## src/rtl/lenet_crop_scheduler.sv

```systemverilog
// lenet_crop_scheduler
//
// Shares the single frame-buffer read port between VGA scan-out and the LeNet
// input path. VGA always has priority; the crop walker only borrows the port in
// cycles where vga_req is low. On lenet_start the block walks the centred
// lenet_size x lenet_size grid of cells, reads the centre sample of each cell
// and streams it to LeNet over a valid/ready handshake.
//
// Ports
//   clk25        in   pixel clock, all logic on posedge
//   rst_n        in   asynchronous active-low reset
//   vga_addr     in   VGA scan-out read address
//   vga_req      in   VGA owns the read port this cycle
//   frame_pixel  in   frame-buffer read data, valid one cycle after fb_addr
//   fb_addr      out  frame-buffer read address (combinational mux)
//   lenet_start  in   one-cycle pulse, capture one crop (ignored while busy)
//   lenet_pixel  out  crop sample, raster order by cell
//   lenet_valid  out  lenet_pixel valid, held until accepted
//   lenet_ready  in   LeNet accepts when lenet_valid & lenet_ready
//   lenet_last   out  marks the final sample of the crop
//   busy         out  high whenever the walker is not idle
//   done         out  one-cycle pulse after the last sample is accepted
//
// State table
//   state   | meaning
//   IDLE    | waiting for lenet_start
//   ISSUE   | crop read pending; issued on the first cycle VGA leaves idle
//   CAPTURE | read data arrives; register it into lenet_pixel
//   HOLD    | lenet_valid high, waiting for lenet_ready
//   DONE    | done pulse, then back to IDLE

module lenet_crop_scheduler #(
    parameter int widthlength  = 8,
    parameter int heightlength = 8,
    parameter int lenet_size   = 28,
    parameter int hRez         = 640,
    parameter int vRez         = 480
) (
    input  logic        clk25,
    input  logic        rst_n,
    input  logic [18:0] vga_addr,
    input  logic        vga_req,
    input  logic [3:0]  frame_pixel,
    output logic [18:0] fb_addr,
    input  logic        lenet_start,
    output logic [3:0]  lenet_pixel,
    output logic        lenet_valid,
    input  logic        lenet_ready,
    output logic        lenet_last,
    output logic        busy,
    output logic        done
);

    localparam int CW = (lenet_size > 1) ? $clog2(lenet_size) : 1;
    localparam int X0 = hRez / 2 - (widthlength * lenet_size) / 2;
    localparam int Y0 = vRez / 2 - (heightlength * lenet_size) / 2;

    // Address of the centre sample of cell (0,0); every other cell is reached
    // by adding row and column strides, so no multiplier is needed.
    localparam logic [18:0] FIRST_ADDR =
        19'((Y0 + heightlength / 2) * hRez + X0 + widthlength / 2);
    localparam logic [18:0] ROW_STEP  = 19'(heightlength * hRez);
    localparam logic [18:0] COL_STEP  = 19'(widthlength);
    localparam logic [CW-1:0] LAST_CELL = CW'(lenet_size - 1);

    typedef enum logic [2:0] {
        IDLE,
        ISSUE,
        CAPTURE,
        HOLD,
        DONE
    } state_t;

    state_t      state;
    state_t      state_nxt;

    logic [CW-1:0] row;
    logic [CW-1:0] col;
    logic [18:0]   row_base;
    logic [18:0]   col_off;
    logic [18:0]   crop_addr;
    logic          crop_rd;
    logic          crop_load;
    logic          cell_adv;
    logic          at_last_cell;

    assign crop_addr    = row_base + col_off;
    assign at_last_cell = (row == LAST_CELL) && (col == LAST_CELL);

    always_ff @(posedge clk25 or negedge rst_n) begin
        if (!rst_n) begin
            state <= IDLE;
        end else begin
            state <= state_nxt;
        end
    end

    always_comb begin
        state_nxt = state;
        crop_load = 1'b0;
        crop_rd   = 1'b0;
        cell_adv  = 1'b0;
        fb_addr   = vga_addr;
        busy      = (state != IDLE);
        done      = (state == DONE);

        case (state)
            IDLE: begin
                if (lenet_start) begin
                    crop_load = 1'b1;
                    state_nxt = ISSUE;
                end
            end
            ISSUE: begin
                // VGA is never delayed: the crop read only takes a free cycle.
                if (!vga_req) begin
                    crop_rd   = 1'b1;
                    fb_addr   = crop_addr;
                    state_nxt = CAPTURE;
                end
            end
            CAPTURE: begin
                state_nxt = HOLD;
            end
            HOLD: begin
                // lenet_valid is always high in HOLD, so ready alone means accept.
                if (lenet_ready) begin
                    if (lenet_last) begin
                        state_nxt = DONE;
                    end else begin
                        cell_adv  = 1'b1;
                        state_nxt = ISSUE;
                    end
                end
            end
            DONE: begin
                state_nxt = IDLE;
            end
            default: begin
                state_nxt = IDLE;
            end
        endcase
    end

    // Cell walker: column offset and row base are stepped, never multiplied.
    always_ff @(posedge clk25 or negedge rst_n) begin
        if (!rst_n) begin
            row      <= '0;
            col      <= '0;
            row_base <= FIRST_ADDR;
            col_off  <= '0;
        end else if (crop_load) begin
            row      <= '0;
            col      <= '0;
            row_base <= FIRST_ADDR;
            col_off  <= '0;
        end else if (cell_adv) begin
            if (col == LAST_CELL) begin
                col      <= '0;
                col_off  <= '0;
                row      <= row + CW'(1);
                row_base <= row_base + ROW_STEP;
            end else begin
                col      <= col + CW'(1);
                col_off  <= col_off + COL_STEP;
            end
        end
    end

    // Output stage: lenet_pixel/lenet_last only change in CAPTURE, so they are
    // stable for the whole HOLD interval while LeNet back-pressures.
    always_ff @(posedge clk25 or negedge rst_n) begin
        if (!rst_n) begin
            lenet_pixel <= '0;
            lenet_valid <= 1'b0;
            lenet_last  <= 1'b0;
        end else if (state == CAPTURE) begin
            lenet_pixel <= frame_pixel;
            lenet_valid <= 1'b1;
            lenet_last  <= at_last_cell;
        end else if ((state == HOLD) && lenet_ready) begin
            lenet_valid <= 1'b0;
            lenet_last  <= 1'b0;
        end
    end

endmodule

```

## config.mk

```make
export PLATFORM = sky130hd
export DESIGN_NAME = lenet_crop_scheduler
export DESIGN_NICKNAME = d
export VERILOG_FILES = /design/src/rtl/lenet_crop_scheduler.sv
export SDC_FILE = /design/constraint.sdc
export NUM_CORES = 1
export LEC_CHECK = 0
export CAP_MARGIN = 5
export CORE_MARGIN = 10
export CORE_UTILIZATION = 48
export DETAILED_ROUTE_END_ITERATION = 10
export HOLD_SLACK_MARGIN = 0.05
export PLACE_DENSITY = 0.86
export RECOVER_POWER = 50
export SYNTH_ARGS = -nofsm -noshare
export SYNTH_HDL_FRONTEND = slang
export SYNTH_SLANG_ARGS = --single-unit
```

## constraint.sdc

```tcl
create_clock -name clk25 -period 2.29 [get_ports clk25]
set_input_delay 0.3435 -clock clk25 [delete_from_list [all_inputs] [get_ports clk25]]
set_output_delay 0.3435 -clock clk25 [all_outputs]
set_load 0.02 [all_outputs]
```

==> results.md <==
- Row count: 28
- Register bit total from synthesis: 45
- Syn Inst Count: 343
- Core box area: 0.00599 mm²
- Die ar.: 0.00976 mm²
- Final WS setup: -0.412 ns
- Failing checks: setup timing
- Router iterations before antenna repair: 4
- Post-synth EDFFs: 0
- # setup viols final: 13
- GRT Total Usage: 17.7%
- Largest net degree at the start of global routing: 26
- Congestion Overflow GR: 0
- H-tree depth reported by CTS: 2
- Worst slew margin: 3.24%
- RSZ-0062 raised after global routing: true
- Post-synthesis mux area share: 3.27%
- Vias in the first global route: 3,225
- Ys flop type: dfrtp_1
- Maximum clock path buffer count: 2
- Fin nets: 527
- Placed cell areas: 0.00417 mm²
- Fin. Hold Viols: 0
- Req. time, crit path: 1.95 ns
- Peak supply drop: 0.687 mV
- Adder-Cell Fraction of Synth Area: 6.72%
- Max Slew Vio Count: 0
- Synth unique cells: 52
- Pwr/cell area: 985 mW/mm²
- Antenna violation net count after detailed routing: 0
- Root Driver: clkbuf_8
- 1st-iter DRT viols: 148
- CP max stage delay: 0.62 ns
- Reg2Reg Depth: 8
- Post-synthesis xor/xnor area fraction: 8.52%
- Critical path peak fanout: 4
- Die Y: 98.8 µm
- Critical path arrival: 2.36 ns
- Initial Util: 49.7%
- Crit Reg-Reg Startpoint: state[1]
- Post-route DRC: 0
- Initial antenna violation count: 0
- Clock-pin slew on the worst setup and hold paths: 0.09 ns
- Area Overhead vs Synth: 53.0%
- Most Frequent Cell on Critical Path: buf_6
- Chip width: 98.8 µm
- Via Count: 3,141
- Netlist Area Pre-Place: 0.00298 mm²
- Largest family of logic cells by synthesized area: simple AND/OR/NAND/NOR gates
- Register area share after synthesis: 38.0%
- Leak Pwr: 2.14 nW
- Worst-Margin Slew: 1.45 ns
- Commonest cells after routing, fill and taps aside: buf_4 (86), nand2_1 (45), dfrtp_1 (40), nor2_1 (36), clkdlybuf4s50_1 (33)
- Port buffer count: 54
- Final period util: 118%
- Startpoint types: flip-flop
- Final WL: 9240 µm
- Cell type with the largest total area after synthesis: dfrtp_1
- Post-Synth Simple-Gate Area: 24.5%
- Crit end category: primary output
- Status: complete, but fails checks
- Fin crit period: 2.70 ns
- Syn. warnings: 0
- Cell Chain, Critical Path: buf_6, ha_4, nand4_1, a211oi_2, buf_4, o211ai_1, or3_1, nand3_2, buf_6
- Async S/R FF share, synth: 100%
- Syn Area/Cell: 8.69 µm²
- Most common cell after layout, fill and taps aside: buf_4
- First-pass GRT wire length: 14,700 µm
- RD Place Congestion: 0.828
- Worst hold margin: 0.515 ns
- Design Area, Final: 0.00456 mm²
- CP Launch Point: row_base[7]
- Max cap viols: 0
- Fraction of layout cells with a size suffix above 1: 31.8%
- Max Clock Freq: 0.370 GHz
- WL/cell: 16.5 µm
- Top cells by area, synth: dfrtp_1 (34%), ha_1 (6.7%), nand2_1 (5.8%)
- Post-synthesis compound-gate area fraction: 15.8%
- Slowest library cell on the worst path: dfstp_2
- Synth top area share: 34.4%
- Hold Path Origin: lenet_pixel[2]
- Worst hold-check path type: reg -> reg
- Worst Clk Skew: 0.00978 ns
- Net count after synthesis: 387
- Clock sinks: 45
- Hold depth: 1
- DR vias/cell: 5.62
- Clk Latency, worst-skew pair: 0.30 ns
- Io pins: 55
- CTS tree: yes
- Filler cell count in the final layout: 407
- Final antenna diode count: 0
- Num CTS Buffers: 5
- DP HPWL: 6550 µm
- CP Class: reg -> out
[per-layer routing]
metal  global-route usage (%)  wire length (µm)  vias to the layer above  share of wire, %
met5                        0                 0                        -                 0
met4                     5.73               150                        0               1.6
met3                     4.26               657                       19               7.1
met2                     32.1              4760                      116                52
met1                     19.8              3670                     1501                40
li1                         -                 -                     1505                 -
[synth_stat cells (2+ instances only)]
| master | instances |
|---|---|
| nand2_1 | 46 |
| dfrtp_1 | 41 |
| nor2_1 | 38 |
| o21ai_0 | 22 |
| xor2_1 | 19 |
| a21oi_1 | 18 |
| ha_1 | 16 |
| nand3_1 | 13 |
| inv_1 | 12 |
| nand4_1 | 11 |
| xnor2_1 | 10 |
| clkbuf_1 | 9 |
| and3_1 | 6 |
| mux2_2 | 6 |
| a21o_1 | 5 |
| o31ai_1 | 5 |
| or3_1 | 5 |
| dfstp_2 | 4 |
| nand4b_1 | 4 |
| nor2b_1 | 4 |
| nor3_1 | 4 |
| a31oi_1 | 3 |
| mux2i_1 | 3 |
| nor4_1 | 3 |
| a211oi_1 | 2 |
| a31o_2 | 2 |
| and4b_1 | 2 |
| buf_2 | 2 |
| nand2b_1 | 2 |
| o211ai_1 | 2 |
| o21a_1 | 2 |
| or2_2 | 2 |
[per-stage QoR]
stage | utilization (%) | total power [mW] | cells | worst slack (ns) | setup TNS [ns]
final | 76.1 | 4.49 | 559 | -0.412 | -3.02
after global routing | 76.1 | 4.79 | 559 | -0.480 | -4.32
after CTS | 73.8 | 4.33 | 550 | -0.394 | -2.88
after detailed placement | 69.7 | 3.60 | 537 | -0.592 | -8.32
after global placement | 69.7 | 3.51 | 537 | -0.563 | -7.05
after floorplan | - | 2.44 | 343 | -0.00746 | -0.00746
[critical path, delay by kind of cell (launching register included)]
family | cells | cell delay, ns
flip-flops | 1 | 0.62
AND/OR/NAND/NOR | 3 | 0.56
buffers and inverters | 3 | 0.40
AO/OA/AOI/OAI | 2 | 0.35
adder cells (fa/ha/maj) | 1 | 0.12
[kinds of logic (layout without fill, tap and decap cells)]
kind of cell | after synthesis | count (layout)
simple gates | 148 | 148
fa+ha+maj | 16 | 16
buf+inv | 24 | 165
mux | 9 | 9
flops | 45 | 45
compound gates | 72 | 72
xor+xnor | 29 | 29
[repair_timing]
action / in CTS / in global routing
endpoints found under the hold margin: 12 / 0
buffers inserted: 4 / 8
endpoints found under the setup margin: 19 / 19
resized for setup: 101 / 28
gates cloned: 0 / 1
pin swaps: 13 / 10
hold buffers: 1 / 0
[registers in the layout, summed over array words and instances, names as in the netlist]
name / cells
col_off: 16
row_base: 10
col: 5
row: 5
lenet_pixel: 4
state: 3
lenet_last: 1
lenet_valid: 1
[cell type report]
cell class | count | area (µm²) | share of cell area (%)
Timing Repair Buffer | 145 | 1230 | 26.9
Sequential cell | 45 | 1130 | 24.8
Clock buffer | 6 | 82.6 | 1.81
Clock inverter | 2 | 37.5 | 0.823
Inverter | 12 | 45.0 | 0.988
Multi-Input combinational cell | 274 | 1940 | 42.6
Tap cell | 75 | 93.8 | 2.06
[report_power, final]
part           total [mW]  internal (mW)  switching, mW  leakage [nW]
registers            1.22           1.02          0.193         0.581
clock network       0.637          0.355          0.282        0.0574
logic                2.64           1.29           1.35          1.50
total                4.49           2.67           1.82          2.14
[worst paths after layout]
path / slack [ns] / to
worst max-delay path: -0.41 / fb_addr[17]
worst min-delay path: 0.51 / lenet_pixel[2]
worst max register to register: -0.01 / row_base[10]
worst min register to register: 0.51 / lenet_pixel[2]
max in group asynchronous: 0.34 / row_base[7]
min in group asynchronous: 0.91 / col_off[14]
No activity file was read; power rests on OpenSTA's default activity.
